--- config.mk ---
export PLATFORM = sky130hd
export DESIGN_NAME = l1_snoop_ctrl
export DESIGN_NICKNAME = d
export VERILOG_FILES = /design/src/rtl/l1_snoop_ctrl_pkg.sv /design/src/rtl/snoop_ac_fifo.sv /design/src/rtl/l1_snoop_ctrl.sv
export SDC_FILE = /design/constraint.sdc
export NUM_CORES = 1
export LEC_CHECK = 0
export BUFFER_PORTS_ARGS = -buffer_cell sky130_fd_sc_hd__buf_2
export CAP_MARGIN = 30
export CORE_AREA = 2 2 279 281
export CTS_CLUSTER_SIZE = 8
export DETAILED_ROUTE_END_ITERATION = 12
export DIE_AREA = 0 0 281 283
export GPL_ROUTABILITY_DRIVEN = 0
export PLACE_DENSITY = 0.67
export SLEW_MARGIN = 20
export SYNTH_ARGS = -nofsm -noshare
export SYNTH_HDL_FRONTEND = slang
export SYNTH_SLANG_ARGS = --single-unit
export TNS_END_PERCENT = 5
--- constraint.sdc ---
create_clock -name clk -period 23.4 [get_ports clk]
set_input_delay 4.68 -clock clk [delete_from_list [all_inputs] [get_ports clk]]
set_output_delay 4.68 -clock clk [all_outputs]
set_load 0.005 [all_outputs]
--- src/rtl/l1_snoop_ctrl_pkg.sv ---
// Shared types and constants for the L1 snoop-channel controller:
// snoop op/state encodings, FSM states, ACE opcodes and CRRESP bit positions.
package l1_snoop_ctrl_pkg;

  typedef enum logic [1:0] {
    OP_KEEP       = 2'd0,
    OP_INV        = 2'd1,
    OP_INV_NODATA = 2'd2
  } snoop_op_t;

  typedef enum logic [1:0] {
    SNP_INVALID = 2'd0,
    SNP_CLEAN   = 2'd1,
    SNP_DIRTY   = 2'd2
  } snp_state_t;

  typedef enum logic [2:0] {
    ST_IDLE,
    ST_LOCK,
    ST_LOOKUP,
    ST_CREQ,
    ST_CWAIT,
    ST_CR
  } l1_snoop_state_t;

  localparam logic [3:0] AC_READ_ONCE             = 4'b0000;
  localparam logic [3:0] AC_READ_SHARED           = 4'b0001;
  localparam logic [3:0] AC_READ_CLEAN            = 4'b0010;
  localparam logic [3:0] AC_READ_NOT_SHARED_DIRTY = 4'b0011;
  localparam logic [3:0] AC_READ_UNIQUE           = 4'b0111;
  localparam logic [3:0] AC_CLEAN_SHARED          = 4'b1000;
  localparam logic [3:0] AC_CLEAN_INVALID         = 4'b1001;
  localparam logic [3:0] AC_MAKE_INVALID          = 4'b1101;

  localparam int unsigned CR_WIDTH      = 5;
  localparam int unsigned CR_DATA_XFER  = 0;
  localparam int unsigned CR_ERROR      = 1;
  localparam int unsigned CR_PASS_DIRTY = 2;
  localparam int unsigned CR_IS_SHARED  = 3;
  localparam int unsigned CR_WAS_UNIQUE = 4;

  typedef struct packed {
    logic      supported;
    snoop_op_t op;
  } snoop_decode_t;

  // Map an ACE AC snoop code onto the cache-side operation.
  function automatic snoop_decode_t decode_snoop(input logic [3:0] code);
    snoop_decode_t d;
    d.supported = 1'b1;
    d.op        = OP_KEEP;
    case (code)
      AC_READ_ONCE, AC_READ_SHARED, AC_READ_CLEAN,
      AC_READ_NOT_SHARED_DIRTY, AC_CLEAN_SHARED: d.op = OP_KEEP;
      AC_READ_UNIQUE, AC_CLEAN_INVALID:          d.op = OP_INV;
      AC_MAKE_INVALID:                           d.op = OP_INV_NODATA;
      default:                                   d.supported = 1'b0;
    endcase
    return d;
  endfunction

endpackage

--- src/rtl/snoop_ac_fifo.sv ---
// Generic synchronous FIFO with registered space/data-available flags.
module snoop_ac_fifo #(
  parameter int unsigned DEPTH = 2,
  parameter int unsigned WIDTH = 36
) (
  input  logic             clk,
  input  logic             reset,
  input  logic             push,
  input  logic [WIDTH-1:0] wr_data,
  input  logic             pop,
  output logic             wr_ready,
  output logic             rd_valid,
  output logic [WIDTH-1:0] rd_data_c
);

  localparam int unsigned PTR_W = (DEPTH > 1) ? $clog2(DEPTH) : 1;
  localparam int unsigned CNT_W = $clog2(DEPTH + 1);

  logic [WIDTH-1:0] mem [DEPTH];
  logic [PTR_W-1:0] wptr;
  logic [PTR_W-1:0] rptr;
  logic [CNT_W-1:0] count;
  logic [CNT_W-1:0] count_n;
  logic             do_push;
  logic             do_pop;

  assign do_push   = push && wr_ready;
  assign do_pop    = pop && rd_valid;
  assign rd_data_c = mem[rptr];

  always_comb begin
    count_n = count + CNT_W'(do_push) - CNT_W'(do_pop);
  end

  always_ff @(posedge clk) begin
    if (do_push) mem[wptr] <= wr_data;
  end

  // Flags come from the next count so they are flops, not decode of count.
  always_ff @(posedge clk or posedge reset) begin
    if (reset) begin
      wptr     <= '0;
      rptr     <= '0;
      count    <= '0;
      wr_ready <= 1'b0;
      rd_valid <= 1'b0;
    end else begin
      if (do_push) wptr <= (DEPTH == 1) ? '0 : wptr + PTR_W'(1);
      if (do_pop)  rptr <= (DEPTH == 1) ? '0 : rptr + PTR_W'(1);
      count    <= count_n;
      wr_ready <= (count_n != CNT_W'(DEPTH));
      rd_valid <= (count_n != '0);
    end
  end

endmodule

--- src/rtl/l1_snoop_ctrl.sv ---
// L1 snoop-channel controller: buffers ACE AC snoops, locks the L1, checks the
// MSHR, probes the array, answers on CR and drains line data on CD.
module l1_snoop_ctrl
  import l1_snoop_ctrl_pkg::*;
#(
  parameter int unsigned ADDR_WIDTH    = 32,
  parameter int unsigned DATA_WIDTH    = 64,
  parameter int unsigned LINE_WIDTH    = 512,
  parameter int unsigned AC_FIFO_DEPTH = 2
) (
  input  logic                  clk,
  input  logic                  reset,
  input  logic                  ac_valid,
  output logic                  ac_ready,
  input  logic [ADDR_WIDTH-1:0] ac_addr,
  input  logic [3:0]            ac_snoop,
  input  logic [2:0]            ac_prot,
  output logic                  cr_valid,
  input  logic                  cr_ready,
  output logic [4:0]            cr_resp,
  output logic                  cd_valid,
  input  logic                  cd_ready,
  output logic [DATA_WIDTH-1:0] cd_data,
  output logic                  cd_last,
  output logic                  lock_req,
  input  logic                  lock_gnt_a,
  input  logic                  lock_gnt_c,
  output logic                  lock_rel,
  output logic                  mshr_lkp_valid,
  output logic [ADDR_WIDTH-1:0] mshr_lkp_addr,
  input  logic                  mshr_rsp_valid,
  input  logic                  mshr_hit,
  input  logic                  mshr_evict,
  output logic                  snp_req_valid,
  input  logic                  snp_req_ready,
  output logic [ADDR_WIDTH-1:0] snp_req_addr,
  output logic [1:0]            snp_req_op,
  input  logic                  snp_rsp_valid,
  output logic                  snp_rsp_ready,
  input  logic [1:0]            snp_rsp_state,
  input  logic                  snp_rsp_unique,
  input  logic [LINE_WIDTH-1:0] snp_rsp_data
);

  localparam int unsigned BEATS  = LINE_WIDTH / DATA_WIDTH;
  localparam int unsigned BEAT_W = (BEATS > 1) ? $clog2(BEATS) : 1;
  localparam int unsigned FIFO_W = ADDR_WIDTH + 4;

  l1_snoop_state_t       state, state_n;
  logic [ADDR_WIDTH-1:0] addr_q, addr_n;
  logic [3:0]            code_q, code_n;
  snoop_op_t             op_q, op_n;
  logic                  unsup_q, unsup_n;
  logic [4:0]            resp_n;
  logic                  lock_rel_n;
  logic                  capture_c;

  logic                  fifo_pop_c;
  logic                  fifo_rd_valid;
  logic [FIFO_W-1:0]     fifo_rd_c;
  snoop_decode_t         dec_c;
  snp_state_t            rsp_state_c;

  logic [LINE_WIDTH-1:0] line_q, line_n;
  logic [BEAT_W-1:0]     beat_q, beat_n;
  logic                  busy_n;
  logic                  unused_prot;

  assign unused_prot   = ^ac_prot;
  assign dec_c         = decode_snoop(fifo_rd_c[3:0]);
  assign rsp_state_c   = snp_state_t'(snp_rsp_state);
  assign mshr_lkp_addr = addr_q;
  assign snp_req_addr  = addr_q;
  assign snp_req_op    = 2'(op_q);
  assign cd_data       = line_q[DATA_WIDTH-1:0];

  snoop_ac_fifo #(
    .DEPTH (AC_FIFO_DEPTH),
    .WIDTH (FIFO_W)
  ) u_ac_fifo (
    .clk       (clk),
    .reset     (reset),
    .push      (ac_valid),
    .wr_data   ({ac_addr, ac_snoop}),
    .pop       (fifo_pop_c),
    .wr_ready  (ac_ready),
    .rd_valid  (fifo_rd_valid),
    .rd_data_c (fifo_rd_c)
  );

  // Snoop sequencing; CR response is built when leaving LOCK, LOOKUP or CWAIT.
  always_comb begin
    state_n    = state;
    addr_n     = addr_q;
    code_n     = code_q;
    op_n       = op_q;
    unsup_n    = unsup_q;
    resp_n     = cr_resp;
    lock_rel_n = 1'b0;
    fifo_pop_c = 1'b0;
    capture_c  = 1'b0;
    case (state)
      ST_IDLE: begin
        if (fifo_rd_valid) begin
          fifo_pop_c = 1'b1;
          addr_n     = fifo_rd_c[FIFO_W-1:4];
          code_n     = fifo_rd_c[3:0];
          op_n       = dec_c.op;
          unsup_n    = !dec_c.supported;
          state_n    = ST_LOCK;
        end
      end
      ST_LOCK: begin
        if (lock_gnt_a && lock_gnt_c) begin
          if (unsup_q) begin
            resp_n  = '0;
            state_n = ST_CR;
          end else begin
            state_n = ST_LOOKUP;
          end
        end
      end
      ST_LOOKUP: begin
        if (mshr_rsp_valid) begin
          if (mshr_hit && mshr_evict) begin
            resp_n  = '0;
            state_n = ST_CR;
          end else begin
            if (mshr_hit) op_n = OP_KEEP;
            state_n = ST_CREQ;
          end
        end
      end
      ST_CREQ: begin
        if (snp_req_ready) state_n = ST_CWAIT;
      end
      ST_CWAIT: begin
        if (snp_rsp_valid && snp_rsp_ready) begin
          // CleanShared on a clean line needs no data movement.
          capture_c = (rsp_state_c != SNP_INVALID) && (op_q != OP_INV_NODATA) &&
                      !((code_q == AC_CLEAN_SHARED) && (rsp_state_c == SNP_CLEAN));
          resp_n                = '0;
          resp_n[CR_DATA_XFER]  = capture_c;
          resp_n[CR_PASS_DIRTY] = capture_c && (rsp_state_c == SNP_DIRTY);
          resp_n[CR_IS_SHARED]  = (op_q == OP_KEEP) && (rsp_state_c != SNP_INVALID);
          resp_n[CR_WAS_UNIQUE] = snp_rsp_unique;
          state_n               = ST_CR;
        end
      end
      ST_CR: begin
        if (cr_ready) begin
          resp_n     = '0;
          lock_rel_n = 1'b1;
          state_n    = ST_IDLE;
        end
      end
      default: state_n = ST_IDLE;
    endcase
  end

  // CD drain: the line buffer shifts down one beat per accepted transfer.
  always_comb begin
    line_n = line_q;
    beat_n = beat_q;
    busy_n = cd_valid;
    if (cd_valid && cd_ready) begin
      line_n = line_q >> DATA_WIDTH;
      if (beat_q == BEAT_W'(BEATS - 1)) begin
        busy_n = 1'b0;
        beat_n = '0;
      end else begin
        beat_n = beat_q + BEAT_W'(1);
      end
    end
    if (capture_c) begin
      line_n = snp_rsp_data;
      busy_n = 1'b1;
      beat_n = '0;
    end
  end

  always_ff @(posedge clk or posedge reset) begin
    if (reset) begin
      state          <= ST_IDLE;
      addr_q         <= '0;
      code_q         <= '0;
      op_q           <= OP_KEEP;
      unsup_q        <= 1'b0;
      cr_resp        <= '0;
      cr_valid       <= 1'b0;
      lock_req       <= 1'b0;
      lock_rel       <= 1'b0;
      mshr_lkp_valid <= 1'b0;
      snp_req_valid  <= 1'b0;
      snp_rsp_ready  <= 1'b0;
      line_q         <= '0;
      beat_q         <= '0;
      cd_valid       <= 1'b0;
      cd_last        <= 1'b0;
    end else begin
      state          <= state_n;
      addr_q         <= addr_n;
      code_q         <= code_n;
      op_q           <= op_n;
      unsup_q        <= unsup_n;
      cr_resp        <= resp_n;
      cr_valid       <= (state_n == ST_CR);
      lock_req       <= (state_n != ST_IDLE);
      lock_rel       <= lock_rel_n;
      mshr_lkp_valid <= (state != ST_LOOKUP) && (state_n == ST_LOOKUP);
      snp_req_valid  <= (state_n == ST_CREQ);
      snp_rsp_ready  <= (state_n == ST_CWAIT) && !busy_n;
      line_q         <= line_n;
      beat_q         <= beat_n;
      cd_valid       <= busy_n;
      cd_last        <= busy_n && (beat_n == BEAT_W'(BEATS - 1));
    end
  end

endmodule

==> flow_metrics.py, run 1 <==
metrics = {
    "run_status": {
        "status": "finished clean",
    },
    "finish": {
        "fin_cells": 4320,
        "drive_gt1_frac": 0.262,
        "stdcell_area_um2": 35000,
        "multi_input_area_um2": 10600,
        "area_delta_synth_final_pct": 22.2,
        "fillers": 7187,
        "register_area_um2": 16600,
        "fin_nets": 3795,
    },
    "global_routing": {
        "grt_pass1_vias": 20428,
        "antenna_found_initial": 41,
        "grt_pass1_wl_um": 116000,
        "grt-ovfl-total": 0,
        "grt_use_total": 0.184,
        "grt_max_degree": 269,
    },
    "place": {
        "portBuffers": 705,
        "dp.cells": 4166,
        "hpwl_um": 52200,
        "place_area_um2": 32300,
    },
    "synthesis": {
        "seq_area_frac_synth": 0.578,
        "synth.net_count": 3248,
        "ys.flop_type": "dfrtp_1",
        "yosys_warnings": 0,
        "synth_area_per_cell_um2": 10.7,
        "synthesis.area_um2": 28600,
        "synth_edf_count": 72,
        "syn_inst": 2678,
        "synth_cell_types": 44,
        "synthArstFlopShare": 0.889,
        "synth_seq_cells": 647,
    },
    "sta": {
        "max_clock_freq_ghz": 0.126,
        "setup-tns-final_ns": 0,
        "drv_slew": 0,
        "tightest_slew_ns": 1.25,
        "rsz0062_at_grt": "false",
        "finalCritPeriodShare": 0.338,
        "hold_violations": 0,
        "slew_headroom": 0.169,
        "setup_violations": 0,
        "clock_skew_ns": 0.0394,
        "fin_crit_ns": 7.92,
        "holdWs_ns": 0.483,
    },
    "cts": {
        "postCtsSetupBuffers": 0,
        "holdBufCountCts": 0,
        "cts_sinks": 647,
        "h-tree-depth": 3,
        "cts-buffers-inserted": 91,
        "cts_max_path_buffers": 3,
        "insertion_delay_ns": 0.63,
        "cts_resized": 0,
        "cts_tree": "done",
        "clockRootBuffer": "clkbuf_16",
        "clkTransAtPathRegs_ns": 0.05,
    },
    "power_and_ir_drop": {
        "seq_power_share": 0.485,
        "p_clk_frac": 0.302,
        "ir_drop_uv": 74.3,
        "p_per_area_nw_per_um2": 112,
        "swShare": 0.305,
        "switchingPower_mw": 1.20,
        "total_power_mw": 3.93,
        "p_int_mw": 2.73,
        "p_leak_nw": 16.6,
        "p_comb_frac": 0.213,
    },
    "detailed_routing": {
        "drtAntennaViolNets": 0,
        "drc": 0,
        "post_drt_wl_per_cell_um": 17.5,
        "num_vias": 20946,
        "routed_wl_um": 75400,
        "drt-initial-drc-count": 1363,
        "avgViaCountPerCell": 4.85,
        "dr.pass1.iters": 5,
    },
    "worst_setup_path": {
        "cp-start-kind": "input port",
        "cp.arrival_ns": 8.38,
        "end_kind": "register",
        "crit_type": "input port to register",
        "path_max_fanout": 268,
        "critPathRequiredTime_ns": 23.86,
    },
    "floorplan": {
        "start_util": 0.373,
        "die_w_um": 281,
        "dieArea_um2": 79500,
        "fp-row-count": 102,
        "core_um2": 76700,
        "die_h_um": 283,
        "num_io_pins": 710,
    },
    "run": {
        "drv_cap": 0,
    },
    "min_path": {
        "hold_path.class": "register to register",
    },
}
Yosys cell counts, types with 3 or more instances:
| master | number | area share |
|---|---|---|
| dfrtp_1 | 575 | 0.50 |
| mux2_2 | 3 | 0.0012 |
| edfxtp_1 | 72 | 0.075 |
| nor2b_1 | 5 | 0.0011 |
| a21o_1 | 3 | 0.00079 |
| inv_1 | 11 | 0.0014 |
| nand4b_1 | 3 | 0.00092 |
| nor2_1 | 44 | 0.0058 |
| buf_2 | 67 | 0.012 |
| and3_1 | 4 | 0.00087 |
| o21ai_0 | 515 | 0.090 |
| clkbuf_1 | 114 | 0.015 |
| mux2i_1 | 483 | 0.17 |
| nand2b_1 | 7 | 0.0015 |
| buf_1 | 3 | 0.00039 |
| buf_4 | 98 | 0.026 |
| nand3_1 | 3 | 0.00052 |
| ha_1 | 4 | 0.0017 |
| nand2_1 | 588 | 0.077 |
| nor3_1 | 3 | 0.00052 |
| a21oi_1 | 42 | 0.0073 |
cells in the final DEF, fill, tap and decap left out, types with 4 or more instances in the layout:
master / n
buf_16: 7
nand2_1: 587
diode_2: 28
buf_2: 705
nand2b_1: 7
nor2_1: 43
nor2b_1: 5
a21oi_1: 42
buf_4: 23
clkbuf_16: 92
o21ai_0: 515
dfrtp_1: 574
mux2i_1: 483
inv_1: 10
clkbuf_1: 21
edfxtp_1: 72
ha_1: 4
power by group through the flow:
stage	sequential (mW)	clock (mW)	combinational, mW
4_1_cts	1.91	1.22	0.848
2_1_floorplan	1.81	0	0.673
3_5_place_dp	1.92	0	0.847
3_3_place_gp	1.91	0	0.813
5_1_grt	1.96	1.27	0.959
6_report	1.90	1.19	0.839
worst paths after layout:
check,from,to,slack [ns],cells after the start
worst max-delay path,snp_rsp_state[1],line_q[43],15.48,7
worst min-delay path,cr_resp[3],cr_resp[3],0.48,1
worst max register to register,state[2],line_q[43],18.79,6
worst min register to register,cr_resp[3],cr_resp[3],0.48,1
max in group asynchronous,reset,line_q[502],17.20,5
min in group asynchronous,reset,code_q[0],4.23,2
metal layers:
metal,up-vias,GRT usage,part of all wire
met5,-,0,0.0016
met3,148,0.0472,0.068
li1,10200,-,-
met2,608,0.296,0.48
met1,9968,0.238,0.42
met4,22,0.0703,0.030
through the flow:
step / setup WS, ns / utilization
after floorplan: 2.63 / -
final: 15.48 / 0.456
after CTS: 15.63 / 0.453
after global placement: 14.70 / 0.420
after detailed placement: 14.93 / 0.420
after global routing: 15.17 / 0.456
final cells by class:
type                       instances  share of cell area
inverter                          11             0.00139
clock buffer                     114              0.0684
antenna                           28             0.00200
tap                             1040              0.0372
multi-input combinational       1736               0.302
clock inverter                     6             0.00343
sequential                       647               0.473
timing repair buffer             738               0.113
worst max-delay path, cell delays in order:
cell	delay (ns)
buf_2	0.12
o211a_1	0.20
o2111a_4	0.47
buf_12	0.67
buf_12	0.53
buf_4	0.88
o21ai_0	0.23
kinds of logic after synthesis:
group           share of synthesized area
simple gates                       0.0912
flops                               0.578
compound gates                      0.103
mux                                 0.170
buf+inv                            0.0550
fa+ha+maj                         0.00175
xor+xnor                          0.00122
other cells                      0.000131
sequential cells by signal, summed over array words and instances, names as in the netlist, 2 cells and up:
name             flops
beat_q               3
code_q               4
cr_resp              4
line_q             512
mshr_lkp_addr       32
snp_req_op           2
state                3
u_ac_fifo.count      2
u_ac_fifo.mem       72
(Power assumes the default switching activity.)
==> run 2, diff against run 1 <==
--- a/config.mk
+++ b/config.mk
@@ -7,12 +7,12 @@
 export LEC_CHECK = 0
 export BUFFER_PORTS_ARGS = -buffer_cell sky130_fd_sc_hd__buf_2
 export CAP_MARGIN = 30
-export CORE_AREA = 2 2 279 281
+export CORE_AREA = 2 2 276 278
 export CTS_CLUSTER_SIZE = 8
 export DETAILED_ROUTE_END_ITERATION = 12
-export DIE_AREA = 0 0 281 283
+export DIE_AREA = 0 0 278 280
 export GPL_ROUTABILITY_DRIVEN = 0
-export PLACE_DENSITY = 0.67
+export PLACE_DENSITY = 0.7
 export SLEW_MARGIN = 20
 export SYNTH_ARGS = -nofsm -noshare
 export SYNTH_HDL_FRONTEND = slang
==> constraint.sdc (replaced) <==
create_clock -name clk -period 6.6 [get_ports clk]
set_input_delay 1.32 -clock clk [delete_from_list [all_inputs] [get_ports clk]]
set_output_delay 1.32 -clock clk [all_outputs]
set_load 0.005 [all_outputs]
==> run 2 against run 1 <==
  * Setup slack worse by 12 ns
  * Combinational power rose to 3.5 times the previous value
  * Hold slack worse by 0.017 ns
  * Cell area grew 0.12%
  * Critical endpoint is now line_q[38]
  * Largest cell class unchanged
==> flow_metrics.py, run 2 (synthesis gave the netlist of run 1 again) <==
metrics = {
    "power_and_ir_drop": {
        "p_per_area_nw_per_um2": 398,
        "total_power_mw": 14.0,
        "seq_power_share": 0.486,
        "p_leak_nw": 16.6,
        "p_int_mw": 9.71,
        "switchingPower_mw": 4.25,
        "ir_drop_uv": 292,
        "swShare": 0.305,
        "p_clk_frac": 0.301,
        "p_comb_frac": 0.213,
    },
    "finish": {
        "fillers": 6953,
        "fin_cells": 4272,
        "area_delta_synth_final_pct": 22.3,
        "utilization": 0.466,
        "largest_reg_flops": 512,
        "mostFrequentLayoutCell": "buf_2",
        "largest_register": "line_q",
        "stdcell_area_um2": 35000,
        "layout_common_cells": "705 x buf_2, 587 x nand2_1, 574 x dfrtp_1",
        "fin_nets": 3807,
        "drive_gt1_frac": 0.265,
    },
    "min_path": {
        "worstHoldEndpoint": "cr_resp[0]",
        "hold_depth": 1,
        "hp-start": "cr_resp[0]",
        "hold_path.class": "register to register",
    },
    "worst_setup_path": {
        "critPathBufInv": 1,
        "crit_type": "register to register",
        "r2r.worst_path.cells": 4,
        "cp_slowest_stage_delay_ns": 0.78,
        "timing.rr.start": "state[2]",
        "cp_cell_sequence": "nor3b_2 -> o2111a_4 -> buf_12 -> o21ai_0",
        "rrSetupSlack_ns": 3.54,
        "end_kind": "register",
        "cp-start-kind": "register",
        "cp.arrival_ns": 3.51,
        "cp_slowest_cell": "o2111a_4",
        "reg2reg_to": "line_q[38]",
        "critPathRequiredTime_ns": 7.04,
        "startpoint": "state[2]",
        "crit_family": "compound AO/OA/AOI/OAI gates",
        "path_max_fanout": 244,
    },
    "sta": {
        "fin_crit_ns": 3.06,
        "clock_skew_ns": 0.0296,
        "holdWs_ns": 0.466,
        "setup-tns-final_ns": 0,
        "hold_violations": 0,
        "setup_violations": 0,
        "drv_slew": 0,
        "finalCritPeriodShare": 0.464,
        "rsz0062_at_grt": "false",
        "setup_ws_ns": 3.54,
        "tightest_slew_ns": 1.04,
        "max_clock_freq_ghz": 0.326,
        "slew_headroom": 0.305,
    },
    "detailed_routing": {
        "dr.pass1.iters": 6,
        "highest_layer": "met5",
        "wl_met3_um": 5040,
        "drc": 0,
        "wl_met1_um": 31800,
        "post_drt_wl_per_cell_um": 17.7,
        "met2_length_um": 36300,
        "drt-initial-drc-count": 1295,
        "drtAntennaViolNets": 0,
        "avgViaCountPerCell": 4.94,
        "routed_wl_um": 75500,
        "num_vias": 21091,
    },
    "cts": {
        "cts_resized": 0,
        "postCtsSetupBuffers": 0,
        "cts_tree": "done",
        "h-tree-depth": 3,
        "cts_sinks": 647,
        "holdBufCountCts": 0,
        "insertion_delay_ns": 0.62,
        "cts-buffers-inserted": 91,
        "clkTransAtPathRegs_ns": 0.05,
        "clockRootBuffer": "clkbuf_16",
        "cts_max_path_buffers": 3,
    },
    "floorplan": {
        "fp-row-count": 101,
        "start_util": 0.381,
        "core_um2": 75200,
        "die_w_um": 278,
        "num_io_pins": 710,
        "die_h_um": 280,
        "dieArea_um2": 77800,
    },
    "global_routing": {
        "grt_pass1_vias": 20700,
        "grt_pass1_wl_um": 116000,
        "grt_max_degree": 245,
        "grt-ovfl-total": 0,
        "grt_use_total": 0.188,
        "antenna_found_initial": 44,
    },
    "place": {
        "portBuffers": 705,
        "dp.cells": 4120,
        "hpwl_um": 53100,
        "place_ws_ns": 2.98,
        "place_area_um2": 32400,
    },
    "run": {
        "drv_cap": 0,
    },
    "run_status": {
        "status": "finished clean",
    },
}
==> run 2: changes by cell type in the layout (fill, tap and decap cells not counted) <==
cell	change
buf_12	+12
buf_16	-7
buf_4	+7
clkbuf_1	-3
clkbuf_16	+1
clkinvlp_4	+1
diode_2	+4
inv_8	-1
==> run 2: power groups by stage <==
stage               clock (mW)  sequential [mW]  combinational [mW]
global placement             0             6.77                2.85
CTS                       4.32             6.79                3.01
detailed placement           0             6.83                3.00
finish                    4.21             6.78                2.97
global route              4.48             6.97                3.39
floorplan                    0             6.41                2.39
==> run 2: how the worst max path moves through the flow <==
stage | endpoint | depth (start not counted)
after floorplan | beat_q[0] | 1
after global placement | line_q[381] | 6
after detailed placement | line_q[38] | 5
after CTS | line_q[231] | 4
after global routing | line_q[231] | 4
final | line_q[38] | 4
==> run 2: layout make-up <==
type / instances / area, µm² / share of cell area
Inverter: 11 / 45.0 / 0.00129
Tap cell: 978 / 1220 / 0.0349
Clock inverter: 6 / 120 / 0.00343
Multi-Input combinational cell: 1736 / 10600 / 0.301
Timing Repair Buffer: 750 / 4050 / 0.116
Clock buffer: 112 / 2410 / 0.0687
Antenna cell: 32 / 80.1 / 0.00229
Sequential cell: 647 / 16600 / 0.472
==> run 2: layer usage <==
layer | track usage | up-vias
met5 | 0 | -
met2 | 0.301 | 633
li1 | - | 10239
met1 | 0.244 | 10053
met3 | 0.0423 | 146
met4 | 0.0822 | 20
